--- config.mk ---
export PLATFORM = sky130hd
export DESIGN_NAME = bpu
export DESIGN_NICKNAME = d
export VERILOG_FILES = /design/src/rtl/bpu.sv
export SDC_FILE = /design/constraint.sdc
export NUM_CORES = 2
export LEC_CHECK = 0
export CORE_MARGIN = 1.5
export CORE_UTILIZATION = 50
export CTS_CLUSTER_DIAMETER = 60
export DETAILED_ROUTE_END_ITERATION = 8
export GPL_ROUTABILITY_DRIVEN = 0
export PLACE_DENSITY = 0.7
export RECOVER_POWER = 50
export SLEW_MARGIN = 20
export SYNTH_ARGS = -nofsm -noshare
export SYNTH_HDL_FRONTEND = slang
export SYNTH_SLANG_ARGS = --single-unit
export TNS_END_PERCENT = 100
--- constraint.sdc ---
create_clock -name i_clk -period 5.7 [get_ports i_clk]
set_input_delay 0.855 -clock i_clk [delete_from_list [all_inputs] [get_ports i_clk]]
set_output_delay 0.855 -clock i_clk [all_outputs]
set_load 0.005 [all_outputs]
--- src/rtl/bpu.sv ---
// Direct-mapped branch predictor: tagged entries with 2-bit direction counters and taken targets.
// Lookups are registered one cycle; BRU updates train or allocate the entry at the branch's index.
module bpu #(
  parameter int unsigned ENTRIES = 16,
  parameter int unsigned IDX_W   = 4
) (
  input  logic        i_clk,
  input  logic        i_rst,
  input  logic        i_fetch_valid,
  input  logic [31:0] i_fetch_pc,
  input  logic        i_bru_valid,
  input  logic [31:0] i_bru_pc,
  input  logic        i_bru_taken,
  input  logic [31:0] i_bru_target,
  output logic        o_prd_valid,
  output logic [31:0] o_prd_pc,
  output logic        o_prd_hit,
  output logic        o_prd_taken,
  output logic [31:0] o_prd_target
);

  localparam int unsigned TAG_W = 32 - IDX_W - 2;

  logic [ENTRIES-1:0] valid_q;
  logic [TAG_W-1:0]   tag_q    [ENTRIES];
  logic [31:0]        target_q [ENTRIES];
  logic [1:0]         ctr_q    [ENTRIES];

  logic [IDX_W-1:0] f_idx;
  logic [TAG_W-1:0] f_tag;
  logic             f_hit;
  logic             f_taken;
  logic [31:0]      f_target;
  logic [IDX_W-1:0] u_idx;
  logic [TAG_W-1:0] u_tag;
  logic             u_hit;

  // Instruction-alignment bits never take part in index or tag.
  logic unused_pc_bits;
  assign unused_pc_bits = ^{i_fetch_pc[1:0], i_bru_pc[1:0]};

  // Lookup and update decode against the pre-update table contents.
  always_comb begin
    f_idx    = i_fetch_pc[IDX_W+1:2];
    f_tag    = i_fetch_pc[31:IDX_W+2];
    f_hit    = valid_q[f_idx] && (tag_q[f_idx] == f_tag);
    f_taken  = f_hit && ctr_q[f_idx][1];
    f_target = f_taken ? target_q[f_idx] : (i_fetch_pc + 32'd4);
    u_idx    = i_bru_pc[IDX_W+1:2];
    u_tag    = i_bru_pc[31:IDX_W+2];
    u_hit    = valid_q[u_idx] && (tag_q[u_idx] == u_tag);
  end

  // Table training: hits adjust the counter, taken misses allocate, not-taken misses are dropped.
  always_ff @(posedge i_clk) begin
    if (i_rst) begin
      valid_q <= '0;
      for (int unsigned i = 0; i < ENTRIES; i++) begin
        tag_q[i]    <= '0;
        target_q[i] <= '0;
        ctr_q[i]    <= 2'b01;
      end
    end else if (i_bru_valid) begin
      if (u_hit) begin
        if (i_bru_taken) begin
          if (ctr_q[u_idx] != 2'b11) ctr_q[u_idx] <= ctr_q[u_idx] + 2'd1;
          target_q[u_idx] <= i_bru_target;
        end else if (ctr_q[u_idx] != 2'b00) begin
          ctr_q[u_idx] <= ctr_q[u_idx] - 2'd1;
        end
      end else if (i_bru_taken) begin
        valid_q[u_idx]  <= 1'b1;
        tag_q[u_idx]    <= u_tag;
        target_q[u_idx] <= i_bru_target;
        ctr_q[u_idx]    <= 2'b10;
      end
    end
  end

  // Prediction register; payload holds its last value when no lookup is issued.
  always_ff @(posedge i_clk) begin
    if (i_rst) begin
      o_prd_valid  <= 1'b0;
      o_prd_pc     <= '0;
      o_prd_hit    <= 1'b0;
      o_prd_taken  <= 1'b0;
      o_prd_target <= '0;
    end else begin
      o_prd_valid <= i_fetch_valid;
      if (i_fetch_valid) begin
        o_prd_pc     <= i_fetch_pc;
        o_prd_hit    <= f_hit;
        o_prd_taken  <= f_taken;
        o_prd_target <= f_target;
      end
    end
  end

endmodule

# --- Word-level counts from Yosys, hierarchy flattened ---
# Memory sizes are Yosys's and may differ from the RTL's.
# Cells that the tools add are included.
totals:
  out_inout_bits: 67
  ff_bits: 83
  n_memories: 3
  ram_bits: 960
  word_cells: 74
classes:
  reduce_logical: 9
  eq_ne: 3
  bitwise_logic: 5
  n_mux: 42
  addsub: 3
  magnitude_cmp: 3
mem_list:
  columns: ["name", "words", "word_bits", "read_ports", "rd_ports_with_merged_regs", "wr", "line", "rtl"]
  rows:
  - ["target_q", 16, 32, 1, 0, 16, "26", "logic [31:0] target_q [ENTRIES];"]
  - ["tag_q", 16, 26, 2, 0, 16, "25", "logic [TAG_W-1:0] tag_q [ENTRIES];"]
  - ["ctr_q", 16, 2, 2, 0, 16, "27", "logic [1:0] ctr_q [ENTRIES];"]
ops:
  columns: ["cell", "n"]
  rows:
  - ["$mux 32", 3]
  - ["$eq 26x26->1", 2]
  - ["$add 32x3->32 const B", 1]
  - ["$reduce_or 32->1", 1]
  - ["$mux 1", 29]
  - ["$mux 26", 1]
  - ["$reduce_or 26->1", 1]
  - ["$or 16x16->16", 1]
  - ["$mux 4", 3]
  - ["$lt 4x5->1 const B", 2]
  - ["$bmux 1 s4", 2]
  - ["$mux 2", 3]
  - ["$demux 1 s4", 1]
  - ["$ge 4x1->1 const B", 1]
  - ["$logic_and 1x1->1", 4]
  - ["$or 1x1->1", 3]
  - ["$reduce_and 3->1", 1]
  - ["$add 2x1->2 const B", 1]
  - ["$ne 2x2->1 const B", 1]
  - ["$reduce_bool 2->1", 1]
  - ["$reduce_or 2->1", 1]
  - ["$sub 2x1->2 const B", 1]
  - ["$not 1->1", 1]

# --- Longest topological paths before layout ---
# An unclocked memory read counts as a cell.
depth:
  word_depth: 12
  ltp_mapped: 16
  mapped_depth_nobuf: 9

# --- Least setup slack after synthesis ---
# No wires, ideal clock.
synth_path:
  kind: "input port to flip-flop"
  start: "input port i_bru_pc[3]"
  end: "memory target_q[4][0], enable pin"
  path_slack_ns: 0.327
  setup_time_ns: 0.466
  required_time_ns: 5.234
  path_stages: 10
  arrival_time_ns: 4.908
  cell_sequence: "buf_4 -> buf_4 -> buf_4 -> buf_6 -> buf_4 -> buf_2 -> or2_2 -> clkbuf_1 -> clkbuf_1 -> o21ai_0"
synth_rtl:
  columns: ["item", "line", "rtl"]
  rows:
  - ["start: declaration", "12", "input logic [31:0] i_bru_pc,"]
  - ["end: declaration", "26", null]

==> flow_metrics.py <==
metrics = {
    "layout": {
        "drive_above_1_share_pct": 20.2,
        "final_nets": 3914,
        "stdcell_area_sq_um": 59900,
        "area_growth_pct": 13.9,
        "fin_util_pct": 57.6,
    },
    "floorplanning": {
        "io_pins": 168,
        "fp.dieH_microns": 327,
        "dieWidth_microns": 327,
        "initial_core_util_pct": 50.6,
        "fp.coreArea_sq_um": 104000,
        "dieArea_sq_um": 107000,
        "fp-row-count": 118,
    },
    "critical_path": {
        "crit_fanout": 56,
        "reg2reg_to": "ctr_q[1][0]",
        "worstRegToRegCells": 10,
        "cp_cell_sequence": "buf_4 -> clkbuf_1 -> or2_0 -> clkbuf_2",
        "cp_num_cells": 4,
        "cp.arrival_ns": 5.59,
        "path_buf_inv": 3,
        "r2r_start": "tag_q[14][18]",
        "end_kind": "flip-flop",
        "critPathRequiredTime_ns": 6.02,
        "cp_top_family": "buffers and inverters",
        "cp-start-kind": "input port",
        "reg2reg_slack_ns": 1.19,
        "worstSetupPathType": "in -> reg",
        "critPathSlowestCell": "clkbuf_1",
        "critPathMaxStageDelay_ns": 2.07,
    },
    "hold_path": {
        "hold_class": "reg -> reg",
        "hp-start": "o_prd_target[31]",
        "holdPathStages": 2,
        "holdPathEnd": "o_prd_target[31]",
    },
    "synthesis": {
        "synthCells": 3715,
        "async_reset_ff_share_pct": 0,
        "yosysWarnings": 0,
        "yosys_most_used_dff": "edfxtp_1",
        "synth_edf_count": 960,
        "syn_avg_cell_area_sq_um": 14.2,
        "synth.net_count": 3817,
        "yosysSeqAreaShare_pct": 58.0,
        "ys_types": 76,
        "synth_area_sq_um": 52600,
        "synth-seq-cells": 1043,
    },
    "pwr": {
        "combPwrFrac_pct": 11.5,
        "net-switching-power_w": 0.00451,
        "power_density_nw_per_um2": 304,
        "p_leak_nw": 21.3,
        "irDropWorstVdd_mv": 0.250,
        "pwr-share-seq_pct": 49.0,
        "p_int_w": 0.0137,
        "switching_share_pct": 24.7,
        "p_clk_share_pct": 39.6,
    },
    "cts": {
        "h-tree-depth": 3,
        "postCtsHoldBufs": 0,
        "cts_tree": "built",
        "clock-sinks": 1043,
        "cts-root-buf": "clkbuf_16",
        "ctsResizeCount": 0,
        "cts_max_path_buffers": 3,
        "worstSkewPairLatency_ns": 0.71,
        "cts_buffers": 111,
        "clk_pin_slew_worst_paths_ns": 0.06,
        "cts_setup_buffers": 0,
    },
    "timing": {
        "finalHoldViolCount": 0,
        "skew_ns": 0.0252,
        "layout_worst_path_cycle_share_pct": 92.4,
        "worst_slew_pin_slew_ns": 2.88,
        "rsz0062_at_grt": "false",
        "maxSlewHeadroom_pct": -91.7,
        "finalCriticalPeriod_ns": 5.27,
        "slew_violations": 589,
        "max_freq_ghz": 0.190,
        "finalSetupTns_ns": 0,
        "finalSetupViolCount": 0,
    },
    "outcome": {
        "violations": "max-capacitance violations, max-slew violations",
        "outcome": "finished with violations",
    },
    "drt": {
        "antenna_left": 0,
        "wl_microns": 170000,
        "post_drt_via_cell_ratio": 6.62,
        "drc_errors": 0,
        "wire_per_inst_microns": 32.2,
        "drtPass1Iterations": 7,
        "drtIter0Drc": 4740,
        "via_count": 35000,
    },
    "placement": {
        "placement.io_buffers": 165,
        "dp_hpwl_microns": 104000,
        "place_area_sq_um": 56400,
    },
    "global_routing": {
        "grt_pass1_vias": 34500,
        "antenna_found_initial": 14,
        "grt_start_max_net_pins": 104,
        "grt.overflow.total": 0,
        "grt.total_usage_pct": 31.7,
        "grt_pass1_wl_microns": 244000,
    },
    "job": {
        "maxCapViolations": 19,
    },
}
==> Yosys cell counts, types with 18 or more instances <==
library cell,n,area (sq um)
nand2_1,115,432
and3_1,149,932
inv_1,19,71.3
a21oi_1,29,145
buf_2,58,290
xnor2_1,54,473
dfxtp_1,83,1660
edfxtp_1,960,28800
a22oi_1,31,233
and2_1,686,4290
nand2b_1,20,125
clkbuf_1,262,983
nor3_1,34,170
nand4_1,23,144
nor2b_1,23,144
a311oi_1,18,158
mux2_2,27,304
nand3_1,40,200
nor4_1,133,832
buf_1,20,75.1
o21ai_0,63,315
buf_4,19,143
nor2_1,108,405
a21o_1,18,135
mux4_2,340,7660
mux2i_1,157,1570
or2_2,24,150
==> tightest hold or removal path: stages, from the launching register on <==
cell	delay, ns
dfxtp_1	0.31
nand2_1	0.05
a21oi_1	0.05
==> metrics by stage <==
stage	cells	power (W)	hold slack (ns)	setup WS (ns)
2_1_floorplan	3715	0.0102	0.438	0.327
3_3_place_gp	5078	0.0111	0.447	0.136
3_5_place_dp	5078	0.0111	0.456	0.136
4_1_cts	5285	0.0182	0.464	0.859
5_1_grt	5288	0.0186	0.476	0.426
6_report	5294	0.0182	0.459	0.432
==> cell type report <==
type,instances,area [sq um]
multi-input cells,2276,20600
fillers,8122,44000
clock inverters,60,523
well taps,1380,1730
diodes,8,20.0
inverters,23,88.8
repair buffers,357,3340
flip-flops and latches,1043,30500
clock buffers,147,3090
==> state kept, by name, summed over array words and instances (netlist names) <==
name / flops
ctr_q: 32
o_prd_hit: 1
o_prd_pc: 32
o_prd_taken: 1
o_prd_target: 32
o_prd_valid: 1
tag_q: 416
target_q: 512
valid_q: 16
==> how the worst max path moves through the flow <==
stage	to	startpoint	slack, ns
after floorplan	target_q[4][0]	i_bru_pc[3]	0.33
after global placement	ctr_q[1][1]	i_bru_pc[2]	0.14
after detailed placement	ctr_q[1][0]	i_bru_pc[2]	0.14
after CTS	ctr_q[1][0]	i_bru_pc[2]	0.86
after global routing	target_q[15][4]	i_rst	0.43
final	target_q[15][5]	i_rst	0.43
==> placed cells by master (no fill, tap or decap), types with 17 or more instances in the layout <==
cell type / instances
dlygate4sd3_1: 70
nand4_1: 23
a311oi_1: 18
dfxtp_1: 83
nor2b_1: 19
edfxtp_1: 960
a22oi_1: 31
inv_1: 19
xnor2_1: 54
and2_1: 560
o21ai_0: 51
and3_1: 149
and2_0: 126
clkbuf_16: 115
nand2b_1: 19
nand2_1: 114
o22ai_1: 17
nor4_1: 133
or2_2: 20
clkdlybuf4s50_1: 85
buf_12: 26
nor2_1: 99
mux2_2: 27
a31oi_1: 17
nor3_1: 32
clkinv_1: 24
clkbuf_1: 37
nand3_1: 40
mux2i_1: 157
a21o_1: 18
mux4_2: 340
a21oi_1: 29
buf_4: 143
==> power groups by stage <==
stage	clock network (W)	logic, W	registers [W]
CTS	0.00726	0.00207	0.00891
finish	0.00721	0.00209	0.00892
detailed placement	0	0.00207	0.00907
global placement	0	0.00205	0.00904
global route	0.00754	0.00215	0.00895
floorplan	0	0.00119	0.00901
==> layer usage <==
layer,vias up,global-route usage [%],part of all wire [%]
met3,572,7.13,10
met4,14,17.5,6.3
met2,2197,50.7,47
met5,-,0,0.053
li1,14500,-,-
met1,17800,40.3,36
==> kinds of logic (layout without fill, tap and decap cells) <==
family / after synthesis / count (layout) / synth area share [%]
adders and majority gates: 1 / 1 / 0.0238
AOI/OAI and AO/OA: 273 / 273 / 3.65
muxes: 525 / 525 / 18.1
xor gates and xnor gates: 69 / 69 / 1.15
other: 0 / 8 / 0
and+or+nand+nor: 1408 / 1408 / 15.8
DFF: 1043 / 1043 / 58.0
buffers and inverters: 396 / 587 / 3.29
(Power assumes the default switching activity.)
